### src/rtl/hazard_ctrl_pkg.sv
// Shared definitions for the ID/EX hazard interlock: FSM encoding,
// register constants and the control-bundle helpers.
package hazard_ctrl_pkg;

  localparam logic [1:0] RUN  = 2'd0;
  localparam logic [1:0] WAIT = 2'd1;
  localparam logic [1:0] ERR  = 2'd2;

  localparam logic [4:0] REG_ZERO = 5'd0;

  localparam int CNT_W_DEFAULT    = 32;
  localparam int MAX_WAIT_DEFAULT = 16;

  typedef struct packed {
    logic pcWrite;
    logic ifIdWrite;
    logic ifIdFlush;
    logic idExFlush;
    logic freeze;
  } ctrlBundle_t;

  // Everything held while data memory is stalled or the watchdog has fired.
  localparam ctrlBundle_t FREEZE_CTRL = '{pcWrite: 1'b0, ifIdWrite: 1'b0,
                                          ifIdFlush: 1'b0, idExFlush: 1'b0,
                                          freeze: 1'b1};

  // A source operand only matters when the instruction actually reads it.
  function automatic logic srcMatch(input logic used, input logic [4:0] src,
                                    input logic [4:0] dst);
    return used && (src == dst);
  endfunction

  // Unfrozen decode: a taken branch wins over load-use, since the
  // instruction that would have needed the bubble is flushed anyway.
  function automatic ctrlBundle_t runDecode(input logic branch, input logic loadUse);
    ctrlBundle_t c;
    c = '{pcWrite: 1'b1, ifIdWrite: 1'b1, ifIdFlush: 1'b0, idExFlush: 1'b0,
          freeze: 1'b0};
    if (branch) begin
      c.ifIdFlush = 1'b1;
      c.idExFlush = 1'b1;
    end else if (loadUse) begin
      c.pcWrite   = 1'b0;
      c.ifIdWrite = 1'b0;
      c.idExFlush = 1'b1;
    end
    return c;
  endfunction

endpackage

### src/rtl/hazard_ctrl_if.sv
// Pipeline-side view of the interlock: decode information flowing in from
// ID/EX/MEM and the enable/flush controls flowing back out.
interface hazard_ctrl_if;
  import hazard_ctrl_pkg::*;

  logic [4:0] rs1Addr_id;
  logic [4:0] rs2Addr_id;
  logic       rs1Used_id;
  logic       rs2Used_id;
  logic       MemRead_ex;
  logic [4:0] rdAddr_ex;
  logic       MemReq_mem;
  logic       MemReady_mem;
  logic       BranchTaken_ex;

  logic       PCWrite;
  logic       IF_ID_Write;
  logic       IF_ID_Flush;
  logic       ID_EX_Flush;
  logic       Freeze;

  modport master (
    output rs1Addr_id, rs2Addr_id, rs1Used_id, rs2Used_id,
           MemRead_ex, rdAddr_ex, MemReq_mem, MemReady_mem, BranchTaken_ex,
    input  PCWrite, IF_ID_Write, IF_ID_Flush, ID_EX_Flush, Freeze
  );

  modport slave (
    input  rs1Addr_id, rs2Addr_id, rs1Used_id, rs2Used_id,
           MemRead_ex, rdAddr_ex, MemReq_mem, MemReady_mem, BranchTaken_ex,
    output PCWrite, IF_ID_Write, IF_ID_Flush, ID_EX_Flush, Freeze
  );

endinterface

### src/rtl/hazard_ctrl_sat_counter.sv
// Saturating up-counter used for the interlock performance statistics;
// it sticks at all-ones rather than wrapping.
module sat_counter #(
  parameter int W = 32
) (
  input  logic         clk,
  input  logic         rst_n,
  input  logic         inc,
  output logic [W-1:0] count
);

  // Count qualifying cycles, holding at the maximum value.
  always_ff @(posedge clk or negedge rst_n) begin
    if (!rst_n) begin
      count <= '0;
    end else if (inc && (count != {W{1'b1}})) begin
      count <= count + W'(1);
    end
  end

endmodule

### src/rtl/hazard_ctrl.sv
// ID/EX interlock: decides stall, bubble, flush or freeze for the 5-stage
// pipeline, watches data-memory wait states and counts lost cycles.
module hazard_ctrl
  import hazard_ctrl_pkg::*;
#(
  parameter int MAX_WAIT = MAX_WAIT_DEFAULT,
  parameter int CNT_W    = CNT_W_DEFAULT
) (
  input  logic             clk,
  input  logic             rst_n,
  hazard_ctrl_if.slave     hz,
  output logic             mem_timeout,
  output logic [CNT_W-1:0] stall_cnt,
  output logic [CNT_W-1:0] flush_cnt
);

  localparam int WCW = $clog2(MAX_WAIT + 1);

  logic [1:0]     state;
  logic [1:0]     stateNext;
  logic [WCW-1:0] waitCnt;
  logic [WCW-1:0] waitCntNext;
  logic           loadUse;
  logic           memWait;
  ctrlBundle_t    ctrl;

  assign memWait = hz.MemReq_mem && !hz.MemReady_mem;
  assign loadUse = hz.MemRead_ex && (hz.rdAddr_ex != REG_ZERO) &&
                   (srcMatch(hz.rs1Used_id, hz.rs1Addr_id, hz.rdAddr_ex) ||
                    srcMatch(hz.rs2Used_id, hz.rs2Addr_id, hz.rdAddr_ex));

  // Control outputs and next state from the registered mode and live inputs.
  always_comb begin
    stateNext   = state;
    waitCntNext = waitCnt;
    ctrl        = runDecode(hz.BranchTaken_ex, loadUse);
    case (state)
      RUN: begin
        if (memWait) begin
          ctrl        = FREEZE_CTRL;
          stateNext   = WAIT;
          waitCntNext = WCW'(1);
        end
      end
      WAIT: begin
        if (memWait) begin
          ctrl = FREEZE_CTRL;
          if (waitCnt == WCW'(MAX_WAIT - 1)) begin
            stateNext = ERR;
          end else begin
            waitCntNext = waitCnt + WCW'(1);
          end
        end else begin
          stateNext   = RUN;
          waitCntNext = '0;
        end
      end
      ERR: begin
        ctrl = FREEZE_CTRL;
      end
      default: begin
        ctrl        = FREEZE_CTRL;
        stateNext   = RUN;
        waitCntNext = '0;
      end
    endcase
  end

  // Mode, wait-cycle count and the sticky watchdog flag.
  always_ff @(posedge clk or negedge rst_n) begin
    if (!rst_n) begin
      state       <= RUN;
      waitCnt     <= '0;
      mem_timeout <= 1'b0;
    end else begin
      state   <= stateNext;
      waitCnt <= waitCntNext;
      if (stateNext == ERR) begin
        mem_timeout <= 1'b1;
      end
    end
  end

  assign hz.PCWrite     = ctrl.pcWrite;
  assign hz.IF_ID_Write = ctrl.ifIdWrite;
  assign hz.IF_ID_Flush = ctrl.ifIdFlush;
  assign hz.ID_EX_Flush = ctrl.idExFlush;
  assign hz.Freeze      = ctrl.freeze;

  sat_counter #(.W(CNT_W)) uStallCnt (
    .clk   (clk),
    .rst_n (rst_n),
    .inc   (!ctrl.pcWrite),
    .count (stall_cnt)
  );

  sat_counter #(.W(CNT_W)) uFlushCnt (
    .clk   (clk),
    .rst_n (rst_n),
    .inc   (ctrl.ifIdFlush),
    .count (flush_cnt)
  );

endmodule

### src/flat_wrapper.sv
// flat-port wrapper written by rule: the top's interface ports become plain ports
module hazard_ctrl_flat import hazard_ctrl_pkg::*;
#(
  parameter int MAX_WAIT = MAX_WAIT_DEFAULT,
  parameter int CNT_W    = CNT_W_DEFAULT
)
  (clk, rst_n, mem_timeout, stall_cnt, flush_cnt, hz_rs1Addr_id, hz_rs2Addr_id, hz_rs1Used_id, hz_rs2Used_id, hz_MemRead_ex, hz_rdAddr_ex, hz_MemReq_mem, hz_MemReady_mem, hz_BranchTaken_ex, hz_PCWrite, hz_IF_ID_Write, hz_IF_ID_Flush, hz_ID_EX_Flush, hz_Freeze);
  hazard_ctrl_if hz_i ();
  input  logic clk;
  input  logic rst_n;
  output logic mem_timeout;
  output logic [CNT_W-1:0] stall_cnt;
  output logic [CNT_W-1:0] flush_cnt;
  input wire logic [$bits(hz_i.rs1Addr_id)-1:0] hz_rs1Addr_id;
  input wire logic [$bits(hz_i.rs2Addr_id)-1:0] hz_rs2Addr_id;
  input wire logic [$bits(hz_i.rs1Used_id)-1:0] hz_rs1Used_id;
  input wire logic [$bits(hz_i.rs2Used_id)-1:0] hz_rs2Used_id;
  input wire logic [$bits(hz_i.MemRead_ex)-1:0] hz_MemRead_ex;
  input wire logic [$bits(hz_i.rdAddr_ex)-1:0] hz_rdAddr_ex;
  input wire logic [$bits(hz_i.MemReq_mem)-1:0] hz_MemReq_mem;
  input wire logic [$bits(hz_i.MemReady_mem)-1:0] hz_MemReady_mem;
  input wire logic [$bits(hz_i.BranchTaken_ex)-1:0] hz_BranchTaken_ex;
  output wire logic [$bits(hz_i.PCWrite)-1:0] hz_PCWrite;
  output wire logic [$bits(hz_i.IF_ID_Write)-1:0] hz_IF_ID_Write;
  output wire logic [$bits(hz_i.IF_ID_Flush)-1:0] hz_IF_ID_Flush;
  output wire logic [$bits(hz_i.ID_EX_Flush)-1:0] hz_ID_EX_Flush;
  output wire logic [$bits(hz_i.Freeze)-1:0] hz_Freeze;
  assign hz_i.rs1Addr_id = hz_rs1Addr_id;
  assign hz_i.rs2Addr_id = hz_rs2Addr_id;
  assign hz_i.rs1Used_id = hz_rs1Used_id;
  assign hz_i.rs2Used_id = hz_rs2Used_id;
  assign hz_i.MemRead_ex = hz_MemRead_ex;
  assign hz_i.rdAddr_ex = hz_rdAddr_ex;
  assign hz_i.MemReq_mem = hz_MemReq_mem;
  assign hz_i.MemReady_mem = hz_MemReady_mem;
  assign hz_i.BranchTaken_ex = hz_BranchTaken_ex;
  assign hz_PCWrite = hz_i.PCWrite;
  assign hz_IF_ID_Write = hz_i.IF_ID_Write;
  assign hz_IF_ID_Flush = hz_i.IF_ID_Flush;
  assign hz_ID_EX_Flush = hz_i.ID_EX_Flush;
  assign hz_Freeze = hz_i.Freeze;
  hazard_ctrl #(.MAX_WAIT(MAX_WAIT), .CNT_W(CNT_W)) u_core (.clk(clk), .rst_n(rst_n), .hz(hz_i), .mem_timeout(mem_timeout), .stall_cnt(stall_cnt), .flush_cnt(flush_cnt));
endmodule
### config.mk
export PLATFORM = sky130hd
export DESIGN_NAME = hazard_ctrl_flat
export DESIGN_NICKNAME = d
export VERILOG_FILES = /design/src/rtl/hazard_ctrl_pkg.sv /design/src/rtl/hazard_ctrl_if.sv /design/src/rtl/hazard_ctrl_sat_counter.sv /design/src/rtl/hazard_ctrl.sv /design/src/flat_wrapper.sv
export SDC_FILE = /design/constraint.sdc
export NUM_CORES = 1
export LEC_CHECK = 0
export CAP_MARGIN = 15
export CORE_MARGIN = 2
export CORE_UTILIZATION = 51
export CTS_BUF_LIST = sky130_fd_sc_hd__clkbuf_2 sky130_fd_sc_hd__clkbuf_4 sky130_fd_sc_hd__clkbuf_8
export DETAILED_ROUTE_END_ITERATION = 8
export PLACE_DENSITY = 0.93
export SETUP_SLACK_MARGIN = 0.15
export SLEW_MARGIN = 20
export SYNTH_ARGS = -nofsm -noshare
export SYNTH_HDL_FRONTEND = slang
export SYNTH_HIERARCHICAL = 1
export SYNTH_SLANG_ARGS = --single-unit
### constraint.sdc
create_clock -name clk -period 2.7 [get_ports clk]
set_input_delay 0.81 -clock clk [delete_from_list [all_inputs] [get_ports clk]]
set_output_delay 0.81 -clock clk [all_outputs]
set_load 0.1 [all_outputs]
After elaboration in Yosys (flattened, before gate mapping). Cells that the tools add are included.

Register bits after elaboration: 72. Bits of input ports: 23. Output and inout bits: 70. Word-level logic and storage cells: 48.

Add/subtract/negate cells: 3. Eq/ne operators: 10. Multiplexer cells: 15. Bitwise gates (word level): 1. Reduce and logical (&&, ||, !) cells: 14.

Operators by type and width (number): adder 32 x 1 -> 32 bit (second input constant) (2); != test 32 bit (second input constant) (2); 2-to-1 mux 5 bit (5); one-hot mux 5 bit (3 select lines) (1); == test 5 bit (2); 2-to-1 mux 2 bit (5); logical AND 1 bit (7); one-hot mux 2 bit (3 select lines) (1); adder 5 x 1 -> 5 bit (second input constant) (1); == test 5 x 4 -> 1 bit (second input constant) (1); nonzero test 5 bit (1); == test 2 bit (second input constant) (2); 2-to-1 mux 1 bit (3); != test 3 bit (second input constant) (1); AND reduction 3 bit (1); == test 2 x 1 -> 1 bit (second input constant) (1); logical NOT 1 bit (2); logical NOT 2 bit (1); != test 2 x 1 -> 1 bit (second input constant) (1); OR reduction 2 bit (1); logical OR 1 bit (1); inverter 1 bit (1).

Logic depth before layout (Yosys ltp).
Depth in word-level cells: 10. Gate-level depth with buffers: 10. Depth with buffers taken out: 9.

By module. The synthesis kept the hierarchy.

Modules (own cells, without submodules): sat_counter (times used 2, cells each 151, area an instance 1624.1 um2, sequential area each 800.8 um2); hazard_ctrl (times used 1, cells each 64, area an instance 585.6 um2, sequential area each 200.2 um2).

Least setup slack after synthesis. Ideal clock, no wire load.

Kind: input -> output. Start point: input hz_MemReady_mem. End point: output hz_ID_EX_Flush. Arrival: 3.889 ns. Data required time: 1.890 ns. Slack: -1.999 ns. Stages: 4. Buffers on the path: 0. Cells stage by stage: nand2b_1 and2_1 inv_1 o31ai_1.

Cells in the longest elaborated chain, start to end: 4.

Ends and longest elaborated chain: from (decl) (RTL line flat_wrapper.sv:21) `input wire logic [$bits(hz_i.MemReady_mem)-1:0] hz_MemReady_mem;`; logical NOT 1 bit (RTL line hazard_ctrl.sv:27) `assign memWait = hz.MemReq_mem && !hz.MemReady_mem;`; logical AND 1 bit (RTL line hazard_ctrl.sv:27); 2-to-1 mux 5 bit (RTL line hazard_ctrl.sv:39, hazard_ctrl.sv:46); 2-to-1 mux 5 bit; to (decl) (RTL line flat_wrapper.sv:26) `output wire logic [$bits(hz_i.ID_EX_Flush)-1:0] hz_ID_EX_Flush;`.

Every way passes these cells.

Worst setup path in the final report.
Start point: input hz_rs2Addr_id[0]. End point: output hz_ID_EX_Flush.

Cells in the longest elaborated chain, start to end: 8.

Ends and longest elaborated chain: from (decl) (RTL line flat_wrapper.sv:15) `input wire logic [$bits(hz_i.rs2Addr_id)-1:0] hz_rs2Addr_id;`; == test 5 bit (RTL line hazard_ctrl_pkg.sv:30) `return used && (src == dst);`; logical AND 1 bit (RTL line hazard_ctrl_pkg.sv:30); logical OR 1 bit (RTL line hazard_ctrl.sv:29) `(srcMatch(hz.rs1Used_id, hz.rs1Addr_id, hz.rdAddr_ex) ||`; logical AND 1 bit (RTL line hazard_ctrl.sv:28) `assign loadUse = hz.MemRead_ex && (hz.rdAddr_ex != REG_ZERO) &&`; 2-to-1 mux 1 bit (RTL line hazard_ctrl_pkg.sv:42) `end else if (loadUse) begin`; 2-to-1 mux 1 bit (RTL line hazard_ctrl_pkg.sv:39) `if (branch) begin`; 2-to-1 mux 5 bit (RTL line hazard_ctrl.sv:39, hazard_ctrl.sv:46); 2-to-1 mux 5 bit.

Every way passes these cells.

==> flow_metrics.py <==
metrics = {
    "pwr": {
        "power_leakage_nw": 2.48,
        "ir_worst_vdd_mv": 0.205,
        "power.density_nw_per_um2": 349,
    },
    "detailed_routing": {
        "vias": 3705,
        "detail_route.iter0.violations": 314,
        "drc": 0,
        "wl_per_cell_um": 19.1,
        "first_pass_iters": 5,
        "drt-total-wl_um": 11800,
        "ant_nets": 0,
        "vias_per_cell": 6.03,
    },
    "finish": {
        "fin_cells": 614,
        "drive_gt1_share_pct": 43.3,
        "final_area_sq_um": 5620,
        "syn_to_final_growth_pct": 46.5,
        "fin_nets": 537,
        "antenna_cells": 0,
        "multi_input_area_sq_um": 2280,
        "seq_area_sq_um": 1820,
        "nFillCells": 403,
        "finish.utilization_pct": 77.4,
    },
    "sta": {
        "clock.fmax_mhz": 336,
        "relSlewSlack_pct": 37.4,
        "finalCriticalPeriod_ns": 2.98,
        "fin_skew_ns": 0.0135,
        "holdWs_ns": 0.466,
        "worst_slack_ns": -0.276,
        "hold_viol": 0,
        "finalCritPeriodShare_pct": 110,
        "rsz0062_at_grt": "yes",
        "worstMarginPinSlew_ns": 0.931,
        "setup-violations-final": 24,
        "maxSlewViolCount": 0,
    },
    "floorplan": {
        "die_y_um": 90.7,
        "rows": 31,
        "initial_core_util_pct": 52.9,
        "die-area_sq_um": 8230,
        "io_pins": 93,
        "core_area_sq_um": 7250,
        "fp.dieW_um": 90.7,
    },
    "synth": {
        "synthArstFlopShare_pct": 100,
        "ys_ff_latch": 72,
        "netlist_area_sq_um": 3830,
        "ys_types": 44,
        "synth_flop_cell": "dfrtp_1",
        "yosysTopAreaCell": "dfrtp_1",
        "syn_inst": 366,
        "synth.avg_cell_area_sq_um": 10.5,
        "synth_top_area_share_pct": 47.0,
        "synth.yosys.seq_area_share_pct": 47.0,
        "synth_most_common_cell": "dfrtp_1",
        "synth_commonest_cells": "72 x dfrtp_1, 51 x xnor2_1, 38 x nand2_1",
        "synth_nets": 393,
        "synth_edf_count": 0,
        "ys.warnings.count": 6,
        "synth_area_leaders": "dfrtp_1 47%, xnor2_1 12%, nand4_1 4.9%, xor2_1 4.3%, nand3_1 4.3%",
    },
    "worst_setup_path": {
        "crit_path_start_kind": "input pin",
        "required_ns": 1.89,
        "r2r_start": "u_core/uStallCnt/count[4]",
        "r2r_end": "u_core/uStallCnt/count[25]",
        "slowest_stage": "nor4_2",
        "cp_data_arrival_time_ns": 2.17,
        "endpoint_kind": "primary output",
        "rrSetupSlack_ns": 0.12,
        "cp-startpoint": "hz_rs2Addr_id[0]",
        "slowest_delay_ns": 0.31,
        "path_cells": "buf_6, xor2_1, nor4_2, a32oi_2, buf_4, o31ai_4, buf_12",
        "cp-endpoint": "hz_ID_EX_Flush",
        "critical_path_class": "in -> out",
        "critPathMaxFanout": 3,
        "rr_worst_depth": 6,
    },
    "cts": {
        "cts_hold_buf": 0,
        "insertion_delay_ns": 0.37,
        "cts_max_level": 3,
        "cts_tree": "done",
        "clockBufferDepth": 2,
        "numCtsBuffers": 9,
        "clock_tree.root_cell": "clkbuf_8",
        "cts_num_sinks": 72,
        "cts.clk_slew.worst_paths_ns": 0.08,
    },
    "placed_design": {
        "dpl-instance-area_sq_um": 5050,
        "dpl.hpwl_um": 7260,
        "pre_cts_slack_ns": -0.717,
        "port_buffers": 92,
        "dp.cells": 578,
        "gp_congestion": 0.887,
    },
    "global_routing": {
        "grt_pass1_wl_um": 17300,
        "grt_max_degree": 73,
        "gr-total-overflow": 0,
        "antenna_found_initial": 0,
        "grt_pass1_vias": 3587,
        "grt.total_usage_pct": 26.3,
    },
    "job": {
        "maxCapViolCount": 0,
    },
    "hold_path": {
        "min_path_type": "in -> async",
    },
    "run_status": {
        "outcome": "finished, violations left",
        "violations": "negative setup slack",
    },
}
final cells by class:
type / instances / area share (%)
well taps: 99 / 2.21
clock buffers: 11 / 2.58
inverters: 6 / 0.468
repair buffers: 139 / 21.3
clock inverters: 5 / 0.579
multi-input cells: 282 / 40.5
flip-flops and latches: 72 / 32.3
through the flow:
step,power (mW),setup TNS [ns]
floorplan,1.12,-9.88
global placement,1.19,-16.91
detailed placement,1.19,-20.43
CTS,1.96,-0.882
global route,2.02,-4.32
finish,1.96,-2.16
where the power goes:
group          switching (mW)  total, mW  internal (mW)
Combinational          0.0497     0.0938         0.0442
Clock                   0.424      0.790          0.365
Sequential           0.000276       1.08           1.08
cells by family after synthesis:
group	after synthesis	synth area share, %
DFF	72	47.0
muxes	6	1.73
AOI/OAI and AO/OA	25	5.09
adders and majority gates	4	1.31
and+or+nand+nor	177	27.2
xor gates and xnor gates	70	16.0
buffers and inverters	12	1.66
worst max-delay path: cells and delay by family:
kind	cells	cell delay, ns
AND/OR/NAND/NOR	1	0.31
XOR/XNOR	1	0.16
AO/OA/AOI/OAI	2	0.40
buffers and inverters	3	0.48
registers in the layout, indices dropped and copies added, names as in the netlist:
signal and cells:
u_core/mem_timeout 1, u_core/state 2, u_core/uFlushCnt/count 32, u_core/uStallCnt/count 32, u_core/waitCnt 5
repair_timing:
item	in CTS	in global routing
cloned	0	0
gates resized for setup	80	35
hold endpoints to repair	0	0
endpoints found under the setup margin	34	36
pin swaps	32	22
setup buffers	10	10
worst min-delay path by stage:
| stage | slack [ns] | depth (start not counted) | end |
|---|---|---|---|
| global placement | 0.46 | 1 | u_core/mem_timeout |
| global route | 0.50 | 2 | u_core/uFlushCnt/count[31] |
| finish | 0.47 | 2 | u_core/uFlushCnt/count[30] |
| CTS | 0.49 | 2 | u_core/uFlushCnt/count[30] |
| floorplan | 0.48 | 1 | u_core/waitCnt[0] |
| detailed placement | 0.47 | 1 | u_core/mem_timeout |
placed cells by master (no fill, tap or decap), types with 5 or more instances in the layout:
| cell | instances |
|---|---|
| xnor2_1 | 49 |
| nor4_1 | 5 |
| inv_1 | 5 |
| dfrtp_1 | 60 |
| buf_2 | 9 |
| or4_4 | 5 |
| xor2_1 | 18 |
| and4_1 | 8 |
| nand2_1 | 35 |
| nand4_1 | 30 |
| buf_6 | 17 |
| buf_12 | 7 |
| nand3_2 | 10 |
| buf_4 | 95 |
| nor2_1 | 16 |
| nand3_1 | 21 |
| clkbuf_8 | 10 |
| dfrtp_2 | 12 |
per-layer routing:
layer	wire length (um)	track usage (%)	share of wire, %
met5	0	0	0
met1	4520	32.4	38
met3	829	4.34	7.1
met4	429	11.8	3.6
met2	5980	45.5	51
Power figures use the tool's default switching activity.
==> edit: new RTL, config.mk and constraints unchanged <==
Set the package constant `MAX_WAIT_DEFAULT` to 8 (it was 16).
--- a/src/rtl/hazard_ctrl_pkg.sv
+++ b/src/rtl/hazard_ctrl_pkg.sv
@@ -11,3 +11,3 @@
   localparam int CNT_W_DEFAULT    = 32;
-  localparam int MAX_WAIT_DEFAULT = 16;
+  localparam int MAX_WAIT_DEFAULT = 8;
 
Behaviour: not the same (a bounded check fails within 10 cycles, from zero or initial values and one cycle with rst_n low).
==> edit against the original RTL <==
The run still ends with negative setup slack left. Worst setup slack got worse by 0.053 ns. Critical endpoint unchanged. Sequential cell count shrank 1. Wire length shrank 20%. Area after synthesis fell by 1.6%. Power rose by 5.8%. Critical path depth unchanged. Hold slack better by 0.0098 ns. Design area shrank 7.5%.
==> edit: results (changes against the original RTL) <==
status complete, but fails checks; violated checks negative setup slack; FF+latch count, synth 71 (-1.4%); routed vias/inst 5.78 (-4.1%); top flop regs u_core/uFlushCnt/count (32), u_core/uStallCnt/count (32), u_core/waitCnt (4); Resize count post-CTS 71 (-11%); XOR/XNOR share of the synthesized area 0.160 (+0.000330); vias in the first global route 3,209 (-11%); Critical R2R Capture u_core/uStallCnt/count[19]$_DFFE_PN0P_; Setup TNS -0.977 ns (+1.19 ns); fin nets 512 (-4.7%); fill cell count 502 (+25%); Sw Ratio 0.207 (-0.0346); WL per Instance 16.0 µm (-16%); Final setup viols 8 (-67%); adder-cell share of the synthesized area 0.00995 (-0.00310); worst vdd ir 0.293 mV (+42%); cells on worst reg2reg path 5 (-1); Final Worst Setup Slack -0.328 ns (-0.0526 ns); inverters 8 (+2); P_leak 2.29 nW (-7.6%); clock network fraction of total power 0.445 (+0.042); postcts setup bufs 3 (-7); final WL 9.43 mm (-20%); Synth area leaders dfrtp_1 (47%), xnor2_1 (12%), nand4_1 (5.0%); layout cell share with drive strength beyond 1 0.356 (-0.0766); area taken by multi-input logic gates 2010 µm² (-12%); GRT Total Usage 0.238 (-0.0250); placed cells 570 (-1.4%); Final Skew 0.00840 ns (-0.00508 ns); first-pass GRT wire length 15.5 mm (-10%); sequential share of the synthesized area 0.471 (+0.00116); dpl ws -0.754 ns (-0.0362 ns); Clock-cell share 0.0426 (+0.0110); most frequent cells after synthesis dfrtp_1 (71), xnor2_1 (50), nand2_1 (37); worst-skew pair later-pin latency 0.34 ns (-0.03 ns); die width 90.0 µm (-0.78%); number of non-clock buffers in the layout 119 (-14%); post-synthesis mux area share 0.0146 (-0.00270); synth unique cells 42 (-4.5%); Psw 0.000430 W (-9.4%); Core Util, Final 0.720 (-0.0545); initial drt markers 231 (-26%)
## edit: critical path, cell delays in order
cell and delay, ns:
buf_6 0.09, xor2_1 0.16, nor4_2 0.34, a32oi_2 0.20, buf_4 0.18, o31ai_4 0.22, buf_12 0.21
## edit: metal layers
metal  wire [µm]  vias to the layer above  track usage
li1            -                     1563            -
met1        3740                     1673        0.283
met2        4890                      148        0.419
met3         575                       29       0.0536
met4         233                        0       0.0974
met5           0                        -            0
## edit: worst max-delay path by stage
stage / slack, ns / cells past startpoint / endpoint
after floorplan: -0.57 / 3 / hz_ID_EX_Flush
after global placement: -0.64 / 7 / hz_ID_EX_Flush
after detailed placement: -0.75 / 10 / u_core/uStallCnt/count[25]$_DFFE_PN0P_
after CTS: -0.29 / 7 / hz_ID_EX_Flush
after global routing: -0.38 / 7 / hz_ID_EX_Flush
final: -0.33 / 7 / hz_ID_EX_Flush
